### src/rtl/action_tbl_if.sv
// action_tbl_if
//   Groups the three buses of the action table stage:
//     - cfg bus      : cfg2act_cs_n/wr_rd/addr/wdata in, act2cfg_ack_n/rdata out
//     - result bus   : lookup2act_index_valid/hit/index in, act2lookup_alful out
//     - UM output    : act2um_action_valid/hit/index/action out, um2act_ready in
//   Output handshake: a transfer happens on every rising clk edge where
//   act2um_action_valid && um2act_ready. While valid is high and ready is
//   low, all act2um_* fields hold. Valid never depends on ready combinationally.
//   slave  = the action table block, master = whoever drives it.
interface action_tbl_if;
  logic        cfg2act_cs_n;
  logic        cfg2act_wr_rd;
  logic        act2cfg_ack_n;
  logic [15:0] cfg2act_addr;
  logic [31:0] cfg2act_wdata;
  logic [31:0] act2cfg_rdata;

  logic        lookup2act_index_valid;
  logic        lookup2act_hit;
  logic [5:0]  lookup2act_index;
  logic        act2lookup_alful;

  logic        act2um_action_valid;
  logic        act2um_hit;
  logic [5:0]  act2um_index;
  logic [31:0] act2um_action;
  logic        um2act_ready;

  modport slave (
    input  cfg2act_cs_n, cfg2act_wr_rd, cfg2act_addr, cfg2act_wdata,
    input  lookup2act_index_valid, lookup2act_hit, lookup2act_index,
    input  um2act_ready,
    output act2cfg_ack_n, act2cfg_rdata, act2lookup_alful,
    output act2um_action_valid, act2um_hit, act2um_index, act2um_action
  );

  modport master (
    output cfg2act_cs_n, cfg2act_wr_rd, cfg2act_addr, cfg2act_wdata,
    output lookup2act_index_valid, lookup2act_hit, lookup2act_index,
    output um2act_ready,
    input  act2cfg_ack_n, act2cfg_rdata, act2lookup_alful,
    input  act2um_action_valid, act2um_hit, act2um_index, act2um_action
  );
endinterface

### src/rtl/action_tbl.sv
// action_tbl
//   Maps each lookup result {hit,index} to a 32-bit action word from a
//   64-entry table (or the miss action on a miss) and hands it to the UM
//   with valid/ready flow control. Results are registered, queued in a
//   FIFO_DEPTH-entry FIFO and popped into an output register.
// Ports
//   clk, rst_n       : clock, asynchronous active-low reset
//   bus (slave)      : cfg bus, lookup result bus, UM output bus
//   o_dbg_cfg_state  : current cfg FSM state (IDLE/ACCESS/RELEASE)
// Address map (addr[1:0] ignored)
//   0x000-0x0FC table entry addr[7:2]   0x100 miss action
//   0x104 hit counter (write clears)    0x108 miss counter (write clears)
//   0x10C bit0 overflow sticky (write clears); anything else reads 0
module action_tbl #(
  parameter int FIFO_DEPTH = 16,
  parameter int ALFUL_TH   = 10
) (
  input  logic              clk,
  input  logic              rst_n,
  action_tbl_if.slave       bus,
  output logic [1:0]        o_dbg_cfg_state
);

  localparam int AW = $clog2(FIFO_DEPTH);

  localparam logic [1:0] ST_IDLE    = 2'd0;
  localparam logic [1:0] ST_ACCESS  = 2'd1;
  localparam logic [1:0] ST_RELEASE = 2'd2;

  // cfg side
  logic        r_cs_n_s1, r_cs_n_s2;
  logic [1:0]  r_state;
  logic        r_ack_n;
  logic [31:0] r_rdata;
  logic [31:0] r_table [64];
  logic [31:0] r_miss_act;
  logic [31:0] r_hit_cnt, r_miss_cnt;
  logic        r_ovf;

  // result path
  logic          r_in_vld, r_in_hit;
  logic [5:0]    r_in_idx;
  logic [6:0]    r_mem [FIFO_DEPTH];
  logic [AW-1:0] r_wptr, r_rptr;
  logic [AW:0]   r_count;
  logic          r_alful;
  logic          r_out_vld, r_out_hit;
  logic [5:0]    r_out_idx;
  logic [31:0]   r_out_act;

  logic          w_cs_valid, w_cfg_wr;
  logic          w_addr_tbl;
  logic [13:0]   w_word;
  logic [5:0]    w_tbl_idx;
  logic          w_wr_tbl, w_wr_miss, w_clr_hit, w_clr_miss, w_clr_ovf;
  logic [31:0]   w_rd_data;
  logic          w_full, w_empty, w_push, w_pop, w_drop, w_hs;
  logic [AW:0]   w_count_nxt;
  logic [6:0]    w_head;
  logic          w_unused;

  assign w_unused = &{1'b0, bus.cfg2act_addr[1:0]};

  // ---------------------------------------------------------------- cfg bus
  assign w_cs_valid = ~r_cs_n_s2;
  assign w_cfg_wr   = (r_state == ST_ACCESS) & ~bus.cfg2act_wr_rd;
  assign w_addr_tbl = (bus.cfg2act_addr[15:8] == 8'h00);
  assign w_word     = bus.cfg2act_addr[15:2];
  assign w_tbl_idx  = bus.cfg2act_addr[7:2];
  assign w_wr_tbl   = w_cfg_wr & w_addr_tbl;
  assign w_wr_miss  = w_cfg_wr & (w_word == 14'h0040);
  assign w_clr_hit  = w_cfg_wr & (w_word == 14'h0041);
  assign w_clr_miss = w_cfg_wr & (w_word == 14'h0042);
  assign w_clr_ovf  = w_cfg_wr & (w_word == 14'h0043);

  always_comb begin
    w_rd_data = '0;
    if (w_addr_tbl) begin
      w_rd_data = r_table[w_tbl_idx];
    end else begin
      case (w_word)
        14'h0040: w_rd_data = r_miss_act;
        14'h0041: w_rd_data = r_hit_cnt;
        14'h0042: w_rd_data = r_miss_cnt;
        14'h0043: w_rd_data = {31'd0, r_ovf};
        default:  w_rd_data = '0;
      endcase
    end
  end

  always_ff @(posedge clk or negedge rst_n) begin
    if (!rst_n) begin
      r_cs_n_s1 <= 1'b1;
      r_cs_n_s2 <= 1'b1;
    end else begin
      r_cs_n_s1 <= bus.cfg2act_cs_n;
      r_cs_n_s2 <= r_cs_n_s1;
    end
  end

  // One access per cs_n assertion: RELEASE waits for cs to drop first.
  always_ff @(posedge clk or negedge rst_n) begin
    if (!rst_n) begin
      r_state <= ST_IDLE;
      r_ack_n <= 1'b1;
      r_rdata <= '0;
    end else begin
      case (r_state)
        ST_IDLE: begin
          if (w_cs_valid) r_state <= ST_ACCESS;
        end
        ST_ACCESS: begin
          if (bus.cfg2act_wr_rd) r_rdata <= w_rd_data;
          r_ack_n <= 1'b0;
          r_state <= ST_RELEASE;
        end
        ST_RELEASE: begin
          if (!w_cs_valid) begin
            r_ack_n <= 1'b1;
            r_state <= ST_IDLE;
          end
        end
        default: begin
          r_ack_n <= 1'b1;
          r_state <= ST_IDLE;
        end
      endcase
    end
  end

  always_ff @(posedge clk or negedge rst_n) begin
    if (!rst_n) begin
      for (int i = 0; i < 64; i++) r_table[i] <= '0;
      r_miss_act <= '0;
    end else begin
      if (w_wr_tbl)  r_table[w_tbl_idx] <= bus.cfg2act_wdata;
      if (w_wr_miss) r_miss_act         <= bus.cfg2act_wdata;
    end
  end

  // Clear-by-write beats a same-cycle increment.
  always_ff @(posedge clk or negedge rst_n) begin
    if (!rst_n) begin
      r_hit_cnt  <= '0;
      r_miss_cnt <= '0;
    end else begin
      if (w_clr_hit)              r_hit_cnt  <= '0;
      else if (w_hs && r_out_hit) r_hit_cnt  <= r_hit_cnt + 32'd1;
      if (w_clr_miss)              r_miss_cnt <= '0;
      else if (w_hs && !r_out_hit) r_miss_cnt <= r_miss_cnt + 32'd1;
    end
  end

  // A drop in the same cycle as a clear still leaves the sticky set.
  always_ff @(posedge clk or negedge rst_n) begin
    if (!rst_n)         r_ovf <= 1'b0;
    else if (w_drop)    r_ovf <= 1'b1;
    else if (w_clr_ovf) r_ovf <= 1'b0;
  end

  // ------------------------------------------------------------ result path
  assign w_full      = (r_count == (AW+1)'(FIFO_DEPTH));
  assign w_empty     = (r_count == '0);
  assign w_head      = r_mem[r_rptr];
  assign w_hs        = r_out_vld & bus.um2act_ready;
  assign w_pop       = ~w_empty & (~r_out_vld | bus.um2act_ready);
  // A pop in the same cycle frees a slot, so a push at full is still taken.
  assign w_push      = r_in_vld & (~w_full | w_pop);
  assign w_drop      = r_in_vld & w_full & ~w_pop;
  assign w_count_nxt = r_count + (AW+1)'(w_push) - (AW+1)'(w_pop);

  always_ff @(posedge clk or negedge rst_n) begin
    if (!rst_n) begin
      r_in_vld <= 1'b0;
      r_in_hit <= 1'b0;
      r_in_idx <= '0;
    end else begin
      r_in_vld <= bus.lookup2act_index_valid;
      r_in_hit <= bus.lookup2act_hit;
      r_in_idx <= bus.lookup2act_index;
    end
  end

  always_ff @(posedge clk) begin
    if (w_push) r_mem[r_wptr] <= {r_in_hit, r_in_idx};
  end

  always_ff @(posedge clk or negedge rst_n) begin
    if (!rst_n) begin
      r_wptr  <= '0;
      r_rptr  <= '0;
      r_count <= '0;
      r_alful <= 1'b0;
    end else begin
      if (w_push) r_wptr <= r_wptr + AW'(1);
      if (w_pop)  r_rptr <= r_rptr + AW'(1);
      r_count <= w_count_nxt;
      r_alful <= (w_count_nxt >= (AW+1)'(ALFUL_TH));
    end
  end

  // Table/miss action are sampled at the load edge, so a cfg write landing
  // on the same edge is seen only by later loads.
  always_ff @(posedge clk or negedge rst_n) begin
    if (!rst_n) begin
      r_out_vld <= 1'b0;
      r_out_hit <= 1'b0;
      r_out_idx <= '0;
      r_out_act <= '0;
    end else if (w_pop) begin
      r_out_vld <= 1'b1;
      r_out_hit <= w_head[6];
      r_out_idx <= w_head[5:0];
      r_out_act <= w_head[6] ? r_table[w_head[5:0]] : r_miss_act;
    end else if (bus.um2act_ready) begin
      r_out_vld <= 1'b0;
    end
  end

  assign bus.act2cfg_ack_n       = r_ack_n;
  assign bus.act2cfg_rdata       = r_rdata;
  assign bus.act2lookup_alful    = r_alful;
  assign bus.act2um_action_valid = r_out_vld;
  assign bus.act2um_hit          = r_out_hit;
  assign bus.act2um_index        = r_out_idx;
  assign bus.act2um_action       = r_out_act;
  assign o_dbg_cfg_state         = r_state;

endmodule

### src/flat_wrapper.sv
// flat-port wrapper written by rule: the top's interface ports become plain ports
module action_tbl_flat 
#(
  parameter int FIFO_DEPTH = 16,
  parameter int ALFUL_TH   = 10
)
  (clk, rst_n, o_dbg_cfg_state, bus_cfg2act_cs_n, bus_cfg2act_wr_rd, bus_cfg2act_addr, bus_cfg2act_wdata, bus_lookup2act_index_valid, bus_lookup2act_hit, bus_lookup2act_index, bus_um2act_ready, bus_act2cfg_ack_n, bus_act2cfg_rdata, bus_act2lookup_alful, bus_act2um_action_valid, bus_act2um_hit, bus_act2um_index, bus_act2um_action);
  action_tbl_if bus_i ();
  input  logic clk;
  input  logic rst_n;
  output logic [1:0] o_dbg_cfg_state;
  input wire logic [$bits(bus_i.cfg2act_cs_n)-1:0] bus_cfg2act_cs_n;
  input wire logic [$bits(bus_i.cfg2act_wr_rd)-1:0] bus_cfg2act_wr_rd;
  input wire logic [$bits(bus_i.cfg2act_addr)-1:0] bus_cfg2act_addr;
  input wire logic [$bits(bus_i.cfg2act_wdata)-1:0] bus_cfg2act_wdata;
  input wire logic [$bits(bus_i.lookup2act_index_valid)-1:0] bus_lookup2act_index_valid;
  input wire logic [$bits(bus_i.lookup2act_hit)-1:0] bus_lookup2act_hit;
  input wire logic [$bits(bus_i.lookup2act_index)-1:0] bus_lookup2act_index;
  input wire logic [$bits(bus_i.um2act_ready)-1:0] bus_um2act_ready;
  output wire logic [$bits(bus_i.act2cfg_ack_n)-1:0] bus_act2cfg_ack_n;
  output wire logic [$bits(bus_i.act2cfg_rdata)-1:0] bus_act2cfg_rdata;
  output wire logic [$bits(bus_i.act2lookup_alful)-1:0] bus_act2lookup_alful;
  output wire logic [$bits(bus_i.act2um_action_valid)-1:0] bus_act2um_action_valid;
  output wire logic [$bits(bus_i.act2um_hit)-1:0] bus_act2um_hit;
  output wire logic [$bits(bus_i.act2um_index)-1:0] bus_act2um_index;
  output wire logic [$bits(bus_i.act2um_action)-1:0] bus_act2um_action;
  assign bus_i.cfg2act_cs_n = bus_cfg2act_cs_n;
  assign bus_i.cfg2act_wr_rd = bus_cfg2act_wr_rd;
  assign bus_i.cfg2act_addr = bus_cfg2act_addr;
  assign bus_i.cfg2act_wdata = bus_cfg2act_wdata;
  assign bus_i.lookup2act_index_valid = bus_lookup2act_index_valid;
  assign bus_i.lookup2act_hit = bus_lookup2act_hit;
  assign bus_i.lookup2act_index = bus_lookup2act_index;
  assign bus_i.um2act_ready = bus_um2act_ready;
  assign bus_act2cfg_ack_n = bus_i.act2cfg_ack_n;
  assign bus_act2cfg_rdata = bus_i.act2cfg_rdata;
  assign bus_act2lookup_alful = bus_i.act2lookup_alful;
  assign bus_act2um_action_valid = bus_i.act2um_action_valid;
  assign bus_act2um_hit = bus_i.act2um_hit;
  assign bus_act2um_index = bus_i.act2um_index;
  assign bus_act2um_action = bus_i.act2um_action;
  action_tbl #(.FIFO_DEPTH(FIFO_DEPTH), .ALFUL_TH(ALFUL_TH)) u_core (.clk(clk), .rst_n(rst_n), .bus(bus_i), .o_dbg_cfg_state(o_dbg_cfg_state));
endmodule
### config.mk
export PLATFORM = sky130hd
export DESIGN_NAME = action_tbl_flat
export DESIGN_NICKNAME = d
export VERILOG_FILES = /design/src/rtl/action_tbl_if.sv /design/src/rtl/action_tbl.sv /design/src/flat_wrapper.sv
export SDC_FILE = /design/constraint.sdc
export NUM_CORES = 2
export LEC_CHECK = 0
export BUFFER_PORTS_ARGS = -buffer_cell sky130_fd_sc_hd__buf_2
export CELL_PAD_IN_SITES_DETAIL_PLACEMENT = 0
export CELL_PAD_IN_SITES_GLOBAL_PLACEMENT = 2
export CORE_ASPECT_RATIO = 0.5
export CORE_MARGIN = 2
export CORE_UTILIZATION = 35
export CTS_CLUSTER_SIZE = 14
export DETAILED_ROUTE_END_ITERATION = 8
export PLACE_DENSITY = 0.67
export SLEW_MARGIN = 10
export SYNTH_ARGS = -nofsm -noshare
export SYNTH_HDL_FRONTEND = slang
export SYNTH_SLANG_ARGS = --single-unit
### constraint.sdc
create_clock -name clk -period 3.57 [get_ports clk]
set_input_delay 0.1785 -clock clk [delete_from_list [all_inputs] [get_ports clk]]
set_output_delay 0.1785 -clock clk [all_outputs]
set_load 0.01 [all_outputs]
Word level (Yosys, flattened, before mapping)

Memories as Yosys holds them, arrays and structs flattened.
Cells that the tools add are included.

Add/subtract/negate cells: 6
Order comparisons: 4
Equality and inequality tests: 9
Multiplexer cells: 27
Bitwise logic cells: 21
Reductions and logical operators: 14

Operator list:

| cell                  | count |
|---|---|
| $bwmux 2048           | 1 |
| $bmux 32 s6           | 2 |
| $mux 32               | 11 |
| $demux 32 s6          | 1 |
| $pmux 32 s4           | 1 |
| $add 32x1->32 const B | 2 |
| $eq 14x7->1 const B   | 4 |
| $ge 7x7->1 const B    | 2 |
| $not 6->7             | 2 |
| $and 1x1->1           | 11 |
| $add 4x1->4 const B   | 2 |
| $logic_not 8->1       | 1 |
| $reduce_bool 2->1     | 4 |
| $lt 7x1->1 const B    | 1 |
| $mux 1                | 7 |
| $not 1->1             | 6 |
| $pmux 2 s3            | 1 |
| $reduce_and 2->1      | 3 |
| $add 5x1->5           | 1 |
| $eq 5x5->1 const B    | 1 |
| $ge 5x4->1 const B    | 1 |
| $logic_not 5->1       | 1 |
| $sub 5x1->5           | 1 |
| $mux 2                | 2 |
| other kinds (9)       | 12 |

Bits in registers: 2244
RAM bits: 112
Output and inout bits: 76
Word-level logic and storage cells: 166
Memories kept: 1

Memory list:

| name         | depth | width | read ports | clocked after Yosys merged registers in | write ports | line             | RTL |
|---|---|---|---|---|---|---|---|
| u_core.r_mem | 16    | 7     | 1          | 0                                       | 1           | action_tbl.sv:43 | `logic [6:0] r_mem [FIFO_DEPTH];` |

Depth between registers and ports, before layout

Depth in word-level cells: 8
Depth in mapped cells: 17

Worst setup path after synthesis

OpenSTA, ideal clock, no wires.

Path kind: flip-flop to flip-flop
Start: register u_core.r_rptr[1]
End: register u_core.r_out_act[10], in the netlist u_core.bus.act2um_action[10]
Setup time: 0.132 ns
Arrival time: 2.690 ns
Setup slack: 0.748 ns
Cell stages (with the launch flop): 15
Cells stage by stage: dfrtp_1 -> buf_6 -> buf_8 -> buf_2 -> buf_2 -> mux4_2 -> a22oi_1 -> nand3_1 -> nor2_1 -> buf_2 -> clkbuf_1 -> nand3_1 -> o2111ai_1 -> and4_1 -> o21ai_1

Longest elaborated chain between the ends: 6

RTL lines:

| item                                       | line              | RTL |
|---|---|---|
| start: declaration                         | action_tbl.sv:44  | `logic [AW-1:0] r_wptr, r_rptr;` |
| start signal: assignment                   | action_tbl.sv:196 | `if (w_pop) r_rptr <= r_rptr + AW'(1);` |
| $mem_v2 16x7 (*)                           | --                |  |
| $not 6->7 (not written as such)            | action_tbl.sv:214 | `r_out_act <= w_head[6] ? r_table[w_head[5:0]] : r_miss_act;` |
| $bmux 32 s6                                | action_tbl.sv:214 |  |
| $mux 32 (not written as such) (2 in a row) | action_tbl.sv:214 |  |
| $mux 32 (*)                                | action_tbl.sv:214 |  |
| end signal: assignment                     | action_tbl.sv:214 |  |
| end: declaration                           | action_tbl.sv:49  | `logic [31:0] r_out_act;` |

Every way passes the cells marked *; elsewhere a longest branch is shown, timed or not. The select of a mux whose other input is x is not followed.
A chain may end at the register's enable or synchronous reset.

Worst setup path in the final report

Start: register u_core.r_rptr[1]
End: register u_core.r_out_act[9], in the netlist u_core.bus.act2um_action[9]

The elaborated chain is that of the path after synthesis.

==> flow_summary.json <==
{
  "worstSetupEndpointType": "register",
  "maxCapViolCount": 0,
  "path_clk_slew_ns": 0.07,
  "cts_buffers": 235,
  "crit_arrival_ns": 4.46,
  "synth_area_per_cell_um2": 11.8,
  "drtPass1Iterations": 6,
  "cts_max_level": 4,
  "vias_per_cell": 6.66,
  "dp_hpwl_um": 393000,
  "clock-root-buffer": "clkbuf_16",
  "overflow": 0,
  "drtIter0Drc": 14300,
  "crit_path_max_fanout": 14,
  "p_leak_nw": 66.5,
  "cts_tree": "done",
  "required_ns": 4.47,
  "grt_max_degree": 100,
  "start_util": 0.352,
  "clock_sinks": 2356,
  "clock_latency_ns": 0.97,
  "worstRegToRegCells": 12,
  "outcome": "finished, final reports clean",
  "irDropWorstVdd_mv": 0.698,
  "cpPeakStageDelay_ns": 0.57,
  "hold_path_depth": 2,
  "slew_violations": 0,
  "slowest_stage": "a2111oi_0",
  "setup_viol": 0,
  "clock.fmax_mhz": 281,
  "synthesis.instances": 10100,
  "ioPinCount": 137,
  "antenna_found_initial": 78,
  "fp.dieH_um": 416,
  "skew_ns": 0.0734,
  "period_needed_ns": 3.56,
  "synth.distinct_cells": 66,
  "path_class": "register to register",
  "intPower_w": 0.0615,
  "cp_cell_sequence": "buf_4 > mux2i_1 > a22oi_1 > a31o_4 > and2_4 > buf_12 > buf_4 > mux2i_1 > a2111oi_0 > o2111ai_1 > and4_1 > o21ai_1",
  "postSynth.asyncResetShare": 0.952,
  "yosysSeqAreaShare": 0.500,
  "startpoint_type": "register",
  "rsz0062_at_grt": "yes",
  "synth-edff-count": 112,
  "via_count": 100000,
  "coreArea_um2": 339000,
  "drtAntennaViolNets": 0,
  "drc": 0,
  "ff_latch_area_um2": 59500,
  "relSlewSlack": 0.162,
  "ys.flop_type": "dfrtp_1",
  "dieArea_um2": 345000,
  "gp_congestion": 0.942,
  "swShare": 0.432,
  "syn-num-nets": 10200,
  "syn2layout_area_growth_pct": 19.0,
  "worst_slew_pin_slew_ns": 1.26,
  "final_layout_size_suffix_gt1_frac": 0.360,
  "grt_pass1_wl_um": 837000,
  "pwr-share-seq": 0.260,
  "num_rows": 151,
  "switching_power_w": 0.0468,
  "synth_seq_cells": 2356,
  "finalHoldViolCount": 0,
  "clock_tree.buffer_depth": 4,
  "fillCellCount": 31900,
  "period_share": 0.998,
  "grt_pass1_vias": 96800,
  "syn_area_um2": 119000,
  "io_buffer_count": 134,
  "ys_warn_count": 0,
  "fin_util": 0.419,
  "routed_wl_um": 616000,
  "layout.nets": 10400,
  "grt_use_total": 0.345,
  "power.density_nw_per_um2": 763,
  "setup_tns_ns": 0,
  "die_w_um": 829,
  "worstHoldPathType": "input port to register",
  "post_drt_wl_per_cell_um": 40.8,
  "p_comb_frac": 0.491,
  "p_clk_frac": 0.249,
  "multi_input_area_um2": 56000
}
==> state kept, by name, summed over array words and instances (netlist names), 2 cells and up <==
register	flops
u_core.r_in_idx	6
u_core.r_wptr	4
u_core.bus.act2cfg_rdata	32
u_core.o_dbg_cfg_state	2
u_core.r_count	5
u_core.bus.act2um_action	32
u_core.bus.act2um_index	6
u_core.r_hit_cnt	32
u_core.r_table	2048
u_core.r_miss_cnt	32
u_core.r_miss_act	32
u_core.r_mem	112
u_core.r_rptr	4
==> power by group through the flow <==
| stage | registers [W] | clock network [W] | logic [W] |
|---|---|---|---|
| 4_1_cts | 0.0281 | 0.0271 | 0.0491 |
| 2_1_floorplan | 0.0282 | 0 | 0.0217 |
| 3_5_place_dp | 0.0286 | 0 | 0.0487 |
| 5_1_grt | 0.0282 | 0.0282 | 0.0538 |
| 3_3_place_gp | 0.0286 | 0 | 0.0488 |
| 6_report | 0.0281 | 0.0269 | 0.0532 |
==> final cells by class <==
class,instances,area share
Timing Repair Buffer,1154,0.0884
Inverter,14,0.000371
Tap cell,4513,0.0398
Clock inverter,81,0.00774
Antenna cell,24,0.000424
Multi-Input combinational cell,6599,0.395
Sequential cell,2356,0.420
Clock buffer,341,0.0486
==> placed cells by master (no fill, tap or decap), types with 32 or more instances in the layout <==
cell	count
buf_2	133
nand4_1	105
clkbuf_8	55
a221oi_1	152
buf_4	657
nand2_4	69
a21oi_1	143
mux2i_1	371
dfrtp_1	2238
and4_1	32
a22o_1	154
clkbuf_1	48
a22oi_1	849
clkinv_2	40
buf_12	309
a41oi_1	32
o2111ai_1	98
a2111oi_1	33
nand3_1	167
o21ai_0	32
xor2_1	39
clkbuf_16	239
dlygate4sd3_1	35
a2111oi_0	53
and3_1	450
nand2_1	589
nor2_1	82
edfxtp_1	112
mux2_2	2082
a211oi_1	402
a31oi_1	277
==> worst max-delay path: cells and delay by family, from the launching register on <==
kind,cells,cell delay [ns]
muxes,2,0.22
buffers and inverters,3,0.79
AOI/OAI and AO/OA,5,1.51
and+or+nand+nor,2,0.49
DFF,1,0.46
==> stage by stage <==
step / cells / total power (W) / hold WS, ns / area [um^2] / setup slack, ns
2_1_floorplan: 10100 / 0.0499 / -0.117 / 119000 / 0.748
3_3_place_gp: 14600 / 0.0773 / 0.279 / 133000 / -0.432
3_5_place_dp: 14600 / 0.0773 / 0.278 / 133000 / -0.377
4_1_cts: 15000 / 0.104 / 0.00539 / 141000 / 0.00578
5_1_grt: 15100 / 0.110 / 0.0662 / 142000 / -0.0421
6_report: 15100 / 0.108 / 0.0460 / 142000 / 0.00876
==> worst paths after layout <==
path                                        from                     endpoint  slack (ns)
setup / recovery                u_core.r_rptr[1]  u_core.bus.act2um_action[9]       0.009
hold / removal             bus_cfg2act_wdata[30]         u_core.r_table[1662]        0.05
setup reg to reg                u_core.r_rptr[1]  u_core.bus.act2um_action[9]       0.009
hold reg to reg                 u_core.r_cs_n_s1             u_core.r_cs_n_s2        0.38
max in group asynchronous                  rst_n             u_core.r_rptr[1]        2.53
min in group asynchronous                  rst_n         u_core.r_table[1563]        0.11
==> layer usage <==
metal  track usage  vias to the layer above  share of wire
met5             0                        -        0.00057
met3         0.124                     1474           0.13
met2         0.475                     6722           0.40
met4         0.153                       46          0.053
li1              -                    39200              -
met1         0.483                    52900           0.42
==> repair_timing <==
action / CTS / global route
buffers inserted: 5 / 16
gates resized for setup: 14 / 124
cloned: 0 / 1
hold buffers: 36 / 0
hold endpoints to repair: 1237 / 0
pin swaps: 1 / 18
setup endpoints to repair: 32 / 31
==> cell families (layout without fill, tap and decap cells) <==
kind of cell             after synthesis  after routing  synth area share
buffers and inverters               1122           1590            0.0400
multiplexers                        2484           2484             0.234
flip-flops                          2356           2356             0.500
AO/OA/AOI/OAI                       2402           2402             0.151
XOR/XNOR                              57             57           0.00419
other                                  0             24                 0
AND/OR/NAND/NOR                     1643           1643            0.0697
adder cells (fa/ha/maj)               13             13           0.00143
==> synthesized netlist by cell type, drive strengths merged, types with 3 or more instances <==
cell type  count  area [um^2]
clkbuf       600         2260
a221oi       152         1330
mux4          28          638
o41ai         20          175
mux2        2082        23400
a2111oi      116         1020
a211oi       404         3030
nor2          94          353
nand2b         6         37.5
o21ai         66          334
ha            12          150
nor3          13         70.1
and3         454         2840
xnor2         18          158
a22o         154         1350
a222oi        31          310
and4          34          298
a41oi         32          280
buf          508         2450
nor2b         23          144
nand3        171          856
a31oi        280         1750
or3b           3         26.3
nand4        105          657
dfstp          3         78.8
dfrtp       2241        56100
a41o          11          110
inv           14         52.6
mux2i        374         3760
or3           12         75.1
o2111ai      108          946
nor3b          4         30.0
a21oi        144          721
a21o          23          173
or2            8         50.1
or4            3         22.5
a22oi        851         6390
and3b          5         43.8
and2          20          125
nand2        662         2490
nor4          21          131
edfxtp       112         3360
xor2          39          342
a31o           7         61.3
(Power assumes the default switching activity.)
